[config.mk]
export PLATFORM = sky130hd
export DESIGN_NAME = rvm_pcu
export DESIGN_NICKNAME = d
export VERILOG_FILES = /design/src/rtl/rvm_pcu.sv
export SDC_FILE = /design/constraint.sdc
export NUM_CORES = 1
export LEC_CHECK = 0
export BUFFER_PORTS_ARGS = -buffer_cell sky130_fd_sc_hd__buf_2
export CORE_ASPECT_RATIO = 1.1
export CORE_MARGIN = 2
export CORE_UTILIZATION = 25
export DETAILED_ROUTE_END_ITERATION = 10
export PLACE_DENSITY = 0.59
export SLEW_MARGIN = 20
export SYNTH_ARGS = -nofsm -noshare
export SYNTH_HDL_FRONTEND = slang
export SYNTH_SLANG_ARGS = --single-unit
export TNS_END_PERCENT = 1
[constraint.sdc]
create_clock -name clk -period 2 [get_ports clk]
set_clock_uncertainty 0.1 [all_clocks]
set_input_delay 0.5 -clock clk [delete_from_list [all_inputs] [get_ports clk]]
set_output_delay 0.5 -clock clk [all_outputs]
set_load 0.05 [all_outputs]
[src/rtl/rvm_pcu.sv]
// rtl/rvm_pcu.sv - program counter unit with instruction fetch state machine
//
// Owns the architectural PC and sequences instruction fetches:
// FETCH (request) -> WAIT (response / timeout) -> EXEC (hand word to execute)
// with a one-cycle TRAP state for fetch faults and misaligned transfers.
//
// Ports:
//   clk, reset                 core clock, synchronous active-high reset
//   imem_req/addr/gnt          fetch request channel
//   imem_rvalid/rdata/err      fetch response channel
//   instr_valid, instr         fetched word presented to execute
//   exec_done, branch_taken,
//   branch_target, mret        execute completion and next-PC selection
//   goto_mtvec, mtvec, mepc    trap redirect inputs from the system control unit
//   pc, instr_retired          architectural PC and retire pulse
//   trap_iaddr_misalign,
//   trap_iaddr_fault,
//   ld_bad_addr, bad_addr_val  trap reporting to the system control unit

module rvm_pcu #(
    parameter logic [31:0] RESET_VECTOR  = 32'h0000_0000,
    parameter int          FETCH_TIMEOUT = 255
) (
    input  logic        clk,
    input  logic        reset,
    output logic        imem_req,
    output logic [31:0] imem_addr,
    input  logic        imem_gnt,
    input  logic        imem_rvalid,
    input  logic [31:0] imem_rdata,
    input  logic        imem_err,
    output logic        instr_valid,
    output logic [31:0] instr,
    input  logic        exec_done,
    input  logic        branch_taken,
    input  logic [31:0] branch_target,
    input  logic        mret,
    input  logic        goto_mtvec,
    input  logic [29:0] mtvec,
    input  logic [31:0] mepc,
    output logic [31:0] pc,
    output logic        instr_retired,
    output logic        trap_iaddr_misalign,
    output logic        trap_iaddr_fault,
    output logic        ld_bad_addr,
    output logic [31:0] bad_addr_val
);

    typedef enum logic [1:0] {
        S_FETCH = 2'd0,
        S_WAIT  = 2'd1,
        S_EXEC  = 2'd2,
        S_TRAP  = 2'd3
    } state_t;

    // Count value of the last WAIT cycle before the fetch is declared lost.
    localparam logic [7:0] TMO_LAST = 8'(FETCH_TIMEOUT - 1);

    state_t      state, state_nxt;
    logic [31:0] pc_q, pc_nxt;
    logic [7:0]  cnt_q, cnt_nxt;
    logic [31:0] instr_q, instr_nxt;
    logic [31:0] bad_q, bad_nxt;
    logic        fault_q, fault_nxt;   // 1: access fault, 0: misaligned target
    logic        retire;
    logic [31:0] target;
    logic        redirect;

    always_ff @(posedge clk) begin
        if (reset) begin
            state   <= S_FETCH;
            pc_q    <= RESET_VECTOR;
            cnt_q   <= 8'd0;
            instr_q <= 32'd0;
            bad_q   <= 32'd0;
            fault_q <= 1'b0;
        end else begin
            state   <= state_nxt;
            pc_q    <= pc_nxt;
            cnt_q   <= cnt_nxt;
            instr_q <= instr_nxt;
            bad_q   <= bad_nxt;
            fault_q <= fault_nxt;
        end
    end

    always_comb begin
        state_nxt = state;
        pc_nxt    = pc_q;
        cnt_nxt   = cnt_q;
        instr_nxt = instr_q;
        bad_nxt   = bad_q;
        fault_nxt = fault_q;
        retire    = 1'b0;
        redirect  = mret | branch_taken;
        target    = mret ? mepc : (branch_taken ? branch_target : pc_q + 32'd4);

        case (state)
            S_FETCH: begin
                if (imem_gnt) begin
                    state_nxt = S_WAIT;
                    cnt_nxt   = 8'd0;
                end
            end
            S_WAIT: begin
                cnt_nxt = cnt_q + 8'd1;
                // A response arriving on the timeout cycle takes precedence.
                if (imem_rvalid && !imem_err) begin
                    instr_nxt = imem_rdata;
                    state_nxt = S_EXEC;
                end else if (imem_rvalid || cnt_q == TMO_LAST) begin
                    bad_nxt   = pc_q;
                    fault_nxt = 1'b1;
                    state_nxt = S_TRAP;
                end
            end
            S_EXEC: begin
                if (exec_done) begin
                    if (goto_mtvec) begin
                        pc_nxt    = {mtvec, 2'b00};
                        state_nxt = S_FETCH;
                    end else if (redirect && target[1:0] != 2'b00) begin
                        // pc stays on the offending instruction so it becomes mepc.
                        bad_nxt   = target;
                        fault_nxt = 1'b0;
                        state_nxt = S_TRAP;
                    end else begin
                        pc_nxt    = target;
                        retire    = 1'b1;
                        state_nxt = S_FETCH;
                    end
                end
            end
            S_TRAP: begin
                pc_nxt    = {mtvec, 2'b00};
                state_nxt = S_FETCH;
            end
            default: state_nxt = S_FETCH;
        endcase
    end

    // Everything except the PC is forced low while reset is held.
    assign pc                  = pc_q;
    assign imem_addr           = pc_q;
    assign imem_req            = !reset && state == S_FETCH;
    assign instr_valid         = !reset && state == S_EXEC;
    assign instr               = reset ? 32'd0 : instr_q;
    assign instr_retired       = !reset && retire;
    assign ld_bad_addr         = !reset && state == S_TRAP;
    assign trap_iaddr_fault    = !reset && state == S_TRAP && fault_q;
    assign trap_iaddr_misalign = !reset && state == S_TRAP && !fault_q;
    assign bad_addr_val        = reset ? 32'd0 : bad_q;

endmodule

==> impl_metrics.yaml, run 1 <==
sta:
  fin_ws_ns: -0.124
  period_share_pct: 106
  setup_tns_ns: -0.615
  slew_headroom_pct: 64.8
  finalSetupViolations: 8
  rsz0062_at_grt: "yes"
  finalHoldViolations: 0
  fmax_mhz: 471
  final_max_slew_viol_count: 0
  post-route-min-period_ns: 2.12
  worstMarginPinSlew_ns: 0.527
routing:
  drc: 0
  antenna_left: 0
  drtIter0Drc: 438
  vias: 7477
  routedWlPerCell_um: 17.3
  first_pass_iters: 5
  viasPerCell: 4.98
  wl_met3_um: 1250
  wl_met2_um: 12700
  top_layer_used: "met4"
  finalWirelength_um: 26000
  wl_met1_um: 11300
layout:
  final_nets: 1320
  area_growth_syn_to_layout_pct: 49.6
  design_area_sq_mm: 0.00956
  layout-drive-gt1-share_pct: 45.2
  antenna_cells: 0
cts:
  cts_buffers: 9
  clock_sinks: 107
  cts_tree: "yes"
  insertion_delay_ns: 0.36
  clk_pin_slew_ns: 0.08
  holdBufCountCts: 0
  cts_root_buf: "clkbuf_16"
  htree_levels: 3
  ctsLongestPathBuffers: 2
worst_setup_path:
  path_delay_family: "simple AND/OR/NAND/NOR gates"
  reg2reg_from: "imem_addr[3]"
  startpoint_type: "register"
  crit_type: "register to register"
  cp.arrival_ns: 2.26
  crit_buf_inv: 2
  startpoint: "imem_addr[3]"
  max_stage_delay_ns: 0.36
  path_cells: "ha_4 > nand4_1 > nor2_1 > buf_4 > buf_4 > nand4_1 > xnor2_1 > a221oi_2 > o221ai_1"
  ff2ff_path_depth: 9
  r2r_end: "imem_addr[24]"
  cp-end-kind: "register"
  required_ns: 2.14
  path_max_fanout: 4
  reg2reg_slack_ns: -0.12
  cp_slowest_cell: "dfxtp_4"
pwr:
  irDropWorstVdd_uv: 313
  powerDensity_mw_per_mm2: 671
  leakagePower_uw: 0.00420
  total_power_uw: 6410
logic_synthesis:
  synth_flop_cell: "dfxtp_1"
  synth-edff-count: 0
  ys_warn_count: 0
  ys_types: 59
  syn-mean-instance-area_sq_um: 7.41
  ys_seq_area_share_pct: 33.5
  syn-num-nets: 1000
  syn_inst: 862
  synth-seq-cells: 107
  syn_area_sq_mm: 0.00639
  synthArstFlopShare_pct: 0
floorplan:
  die_area_sq_mm: 0.0268
  io_pins: 269
  core_region_area_sq_mm: 0.0252
  die_h_um: 172
  die_w_um: 156
  rows: 61
  start_util_pct: 25.4
min_path:
  min_from: "imem_rdata[21]"
  holdPathEnd: "instr_q[21]"
  whs_path_depth: 3
  hold_path.class: "input port to register"
run:
  cap_viol_max_count: 0
run_status:
  violations: "negative setup slack"
  status: "finished, violations left"
global_route:
  grt_max_degree: 36
  grt_pass1_vias: 7036
  antenna_found_initial: 1
  overflow: 0
  track_usage_pct: 18.4
  grt_first_pass_wirelength_um: 38400
placed_design:
  dp_slack_ns: -0.463
  io_buffers: 268
  gp_congestion: 0.852
  dpl_cell_area_sq_mm: 0.00895
  dp_hpwl_um: 20100
==> kinds of logic (layout without fill, tap and decap cells) <==
| family | Yosys count | in the layout | share of synthesized area, % |
|---|---|---|---|
| adders and majority gates | 3 | 3 | 0.588 |
| xor gates and xnor gates | 19 | 19 | 2.61 |
| muxes | 14 | 14 | 2.31 |
| DFF | 107 | 107 | 33.5 |
| buffers and inverters | 109 | 434 | 8.46 |
| AOI/OAI and AO/OA | 215 | 215 | 22.0 |
| and+or+nand+nor | 395 | 395 | 30.5 |
==> through the flow <==
| step | utilization, % | hold slack [ns] | std cells |
|---|---|---|---|
| final | 37.9 | 0.274 | 1502 |
| after floorplan | - | 0.327 | 862 |
| after detailed placement | 35.6 | 0.342 | 1482 |
| after CTS | 37.4 | 0.259 | 1500 |
| after global routing | 37.9 | 0.267 | 1502 |
| after global placement | 35.6 | 0.337 | 1482 |
==> synth_stat cells (9+ instances only) <==
cell        n  share of area, %
nand4_1    18               1.8
o211ai_1   11               1.3
buf_4      32               3.8
nor4_1     10              0.98
xnor2_1    10               1.4
o21ai_0    36               2.8
nand3_1    32               2.5
clkbuf_1   52               3.1
nor2_1     78               4.6
a21oi_1    69               5.4
nor2b_1    68               6.7
buf_2       9              0.71
xor2_1      9               1.2
and4_1      9               1.2
a211oi_1   19               2.2
nor3_1     29               2.3
dfxtp_1   107                34
nand2_1   121               7.1
==> cell type report <==
type | count | area, sq um
multi-input combinational | 646 | 4030
clock inverter | 6 | 48.8
fill | 2673 | 15600
inverter | 8 | 30.0
sequential | 107 | 2170
clock buffer | 10 | 239
timing repair buffer | 410 | 2640
tap | 315 | 394
==> cell usage in the layout (no fill, tap or decap), drive strengths merged, types with 4 or more instances in the layout <==
| cell type | Yosys | final |
|---|---|---|
| a2111oi | 7 | 7 |
| a211oi | 19 | 19 |
| a21o | 7 | 7 |
| a21oi | 70 | 70 |
| a22o | 5 | 5 |
| a22oi | 7 | 7 |
| a31oi | 4 | 4 |
| and2 | 5 | 5 |
| and3 | 8 | 8 |
| and4 | 9 | 9 |
| buf | 49 | 403 |
| clkbuf | 52 | 17 |
| dfxtp | 107 | 107 |
| inv | 8 | 10 |
| mux2 | 6 | 6 |
| mux2i | 8 | 8 |
| nand2 | 121 | 121 |
| nand2b | 7 | 7 |
| nand3 | 32 | 32 |
| nand4 | 19 | 19 |
| nor2 | 78 | 78 |
| nor2b | 68 | 68 |
| nor3 | 30 | 30 |
| nor4 | 10 | 10 |
| o211ai | 11 | 11 |
| o21ai | 39 | 39 |
| o221ai | 8 | 8 |
| o31ai | 8 | 8 |
| or3 | 7 | 7 |
| xnor2 | 10 | 10 |
| xor2 | 9 | 9 |
==> power breakdown <==
part / total, uW / switching, uW / internal [uW]
logic: 2240 / 1430 / 811
registers: 2360 / 85.4 / 2270
clock network: 1820 / 922 / 896
total: 6410 / 2440 / 3980
==> worst max-delay path by stage <==
| stage | endpoint | slack [ns] | cells after the start |
|---|---|---|---|
| 4_1_cts | instr_retired | -0.09 | 8 |
| 3_5_place_dp | bad_q[22] | -0.46 | 7 |
| 5_1_grt | bad_q[28] | -0.23 | 9 |
| 2_1_floorplan | bad_addr_val[10] | -0.21 | 3 |
| 3_3_place_gp | instr_retired | -0.43 | 8 |
| 6_report | imem_addr[24] | -0.12 | 9 |
==> layer usage <==
metal	GRT usage [%]	vias up
li1	-	3664
met3	2.47	40
met1	23.6	3522
met5	0	-
met2	31.3	251
met4	7.38	0
==> tightest hold or removal path, cell delays in order <==
cell	delay [ns]
buf_2	0.09
nand2_1	0.04
a21oi_1	0.05
==> state kept, by name (all words and copies together), names as in the netlist <==
register	flops
bad_q	32
imem_addr	32
instr_q	32
cnt_q	8
state	2
fault_q	1
==> what timing repair did <==
| item | CTS | global route |
|---|---|---|
| endpoints found under the setup margin | 38 | 55 |
| pin swaps | 15 | 15 |
| endpoints found under the hold margin | 0 | 0 |
| setup buffers | 2 | 2 |
| gates resized for setup | 46 | 37 |
No activity file was read; power rests on OpenSTA's default activity.
==> run 2: changes to the inputs <==
--- a/config.mk
+++ b/config.mk
@@ -15,4 +15,3 @@
 export SYNTH_ARGS = -nofsm -noshare
 export SYNTH_HDL_FRONTEND = slang
 export SYNTH_SLANG_ARGS = --single-unit
-export TNS_END_PERCENT = 1
==> run 2 against run 1 <==
Net effect:
- the flow now finishes without violations
- non-clock buffer count decreased by 18
- total power up 1.2%
- highest routed layer is now met5
- largest cell class unchanged
- clock power is essentially flat
- flip-flop and latch count stayed put
- critical path type unchanged
- fmax is 6.3% higher
- sequential power about the same
- cell area increased by 3.2%
==> impl_metrics.yaml, run 2 (synthesis results as in run 1) <==
routing:
  finalWirelength_um: 26500
  first_pass_iters: 5
  antenna_left: 0
  routedWlPerCell_um: 17.8
  vias: 7443
  drc: 0
  viasPerCell: 5.01
  drtIter0Drc: 413
layout:
  design_area_sq_mm: 0.00986
  regArea_sq_mm: 0.00222
  area_growth_syn_to_layout_pct: 54.5
  final_nets: 1302
  fillerInstances: 2601
  final_cell_mix: "buf_2, nand2_1, buf_4"
  layout-drive-gt1-share_pct: 45.8
  multiInputGateArea_sq_mm: 0.00432
  layout_commonest_cell: "buf_2"
worst_setup_path:
  path_delay_family: "simple AND/OR/NAND/NOR gates"
  crit_type: "register to register"
  cp_slowest_cell: "or3_4"
  startpoint_type: "register"
  crit_buf_inv: 1
  required_ns: 2.15
  crit_top_cell: "nor4_1"
  reg2reg_slack_ns: 0.002
  path_max_fanout: 3
  max_stage_delay_ns: 0.41
  cp.arrival_ns: 2.15
  cp-end-kind: "register"
  path_cells: "ha_4 > buf_4 > and4_4 > nand4_1 > or3_4 > a21oi_4 > nor4_1 > nor4_1"
floorplan:
  start_util_pct: 25.4
  rows: 61
  die_h_um: 172
  core_region_area_sq_mm: 0.0252
  die_area_sq_mm: 0.0268
  die_w_um: 156
  io_pins: 269
global_route:
  antenna_found_initial: 3
  overflow: 0
  track_usage_pct: 19.0
  grt_max_degree: 33
  grt_pass1_vias: 7115
  grt_first_pass_wirelength_um: 39200
placed_design:
  dp_hpwl_um: 20300
  gp_congestion: 0.908
  dpl_cell_area_sq_mm: 0.00915
  io_buffers: 268
pwr:
  leakagePower_uw: 0.00421
  irDropWorstVdd_uv: 408
  powerDensity_mw_per_mm2: 658
sta:
  finalSetupViolations: 0
  worstMarginPinSlew_ns: 0.411
  post-route-min-period_ns: 2.00
  final_max_slew_viol_count: 0
  slew_headroom_pct: 72.6
  rsz0062_at_grt: "yes"
  fmax_mhz: 501
  setup_tns_ns: 0
  period_share_pct: 99.9
  finalHoldViolations: 0
cts:
  cts_buffers: 9
  clock_sinks: 107
  insertion_delay_ns: 0.35
  cts_root_buf: "clkbuf_16"
  cts_tree: "yes"
  ctsLongestPathBuffers: 2
  holdBufCountCts: 0
  htree_levels: 3
  clk_pin_slew_ns: 0.08
run:
  cap_viol_max_count: 0
run_status:
  status: "finished, final reports clean"
min_path:
  hold_path.class: "input port to register"
-- run 2: changes by cell type in the layout (fill, tap and decap cells not counted), moves of 4 or more --
cell | previous run | this run
buf_4 | 130 | 102
buf_12 | 10 | 17
nor2b_2 | 41 | 9
dfxtp_4 | 3 | 20
clkbuf_4 | 7 | 0
buf_2 | 249 | 256
dfxtp_2 | 17 | 6
nor2b_4 | 0 | 33
dfxtp_1 | 87 | 81
o21ai_2 | 1 | 5
-- run 2: report_power, final --
group	internal (uW)	total, uW	switching (uW)	leakage, uW
Combinational	831	2290	1460	0.00318
Sequential	2260	2370	103	0.000885
Clock	941	1830	889	0.000144
-- run 2: worst paths after layout --
path	from	end	depth (start not counted)
max	imem_addr[2]	imem_addr[20]	8
max reg2reg	imem_addr[2]	imem_addr[20]	8
min	imem_rdata[4]	instr_q[4]	3
min reg2reg	instr_q[2]	instr_q[2]	2
-- run 2: tightest hold or removal path, cell delays in order --
cell and delay [ns]:
buf_2 0.09, nand2_1 0.04, a21oi_1 0.05
-- run 2: final cells by class --
cell class,count,area share [%]
Clock inverter,5,0.431
Antenna cell,1,0.0254
Clock buffer,11,2.57
Timing Repair Buffer,392,26.3
Sequential cell,107,22.6
Inverter,8,0.330
Tap cell,315,4.00
Multi-Input combinational cell,646,43.8
-- run 2: metrics by stage --
step	hold slack (ns)	instances	total power [uW]	worst slack [ns]	util [%]
after floorplan	0.330	862	3790	-0.167	-
after global placement	0.334	1462	4570	-0.356	36.3
after detailed placement	0.341	1462	4580	-0.366	36.3
after CTS	0.256	1480	6490	-0.0276	38.0
after global routing	0.270	1484	6810	-0.106	39.2
final	0.274	1485	6490	0.00244	39.2
-- run 2: timing repair --
action / 4_1_cts / 5_1_grt
setup buffers: 2 / 4
setup endpoints to repair: 27 / 35
gates resized for setup: 35 / 60
pin swaps: 4 / 31
-- run 2: layer usage --
layer	GRT usage [%]	vias up	share of wire [%]
li1	-	3632	-
met1	22.5	3475	40
met2	34.1	284	50
met3	3.88	48	7.1
met4	6.58	4	2.8
met5	0	-	0.10
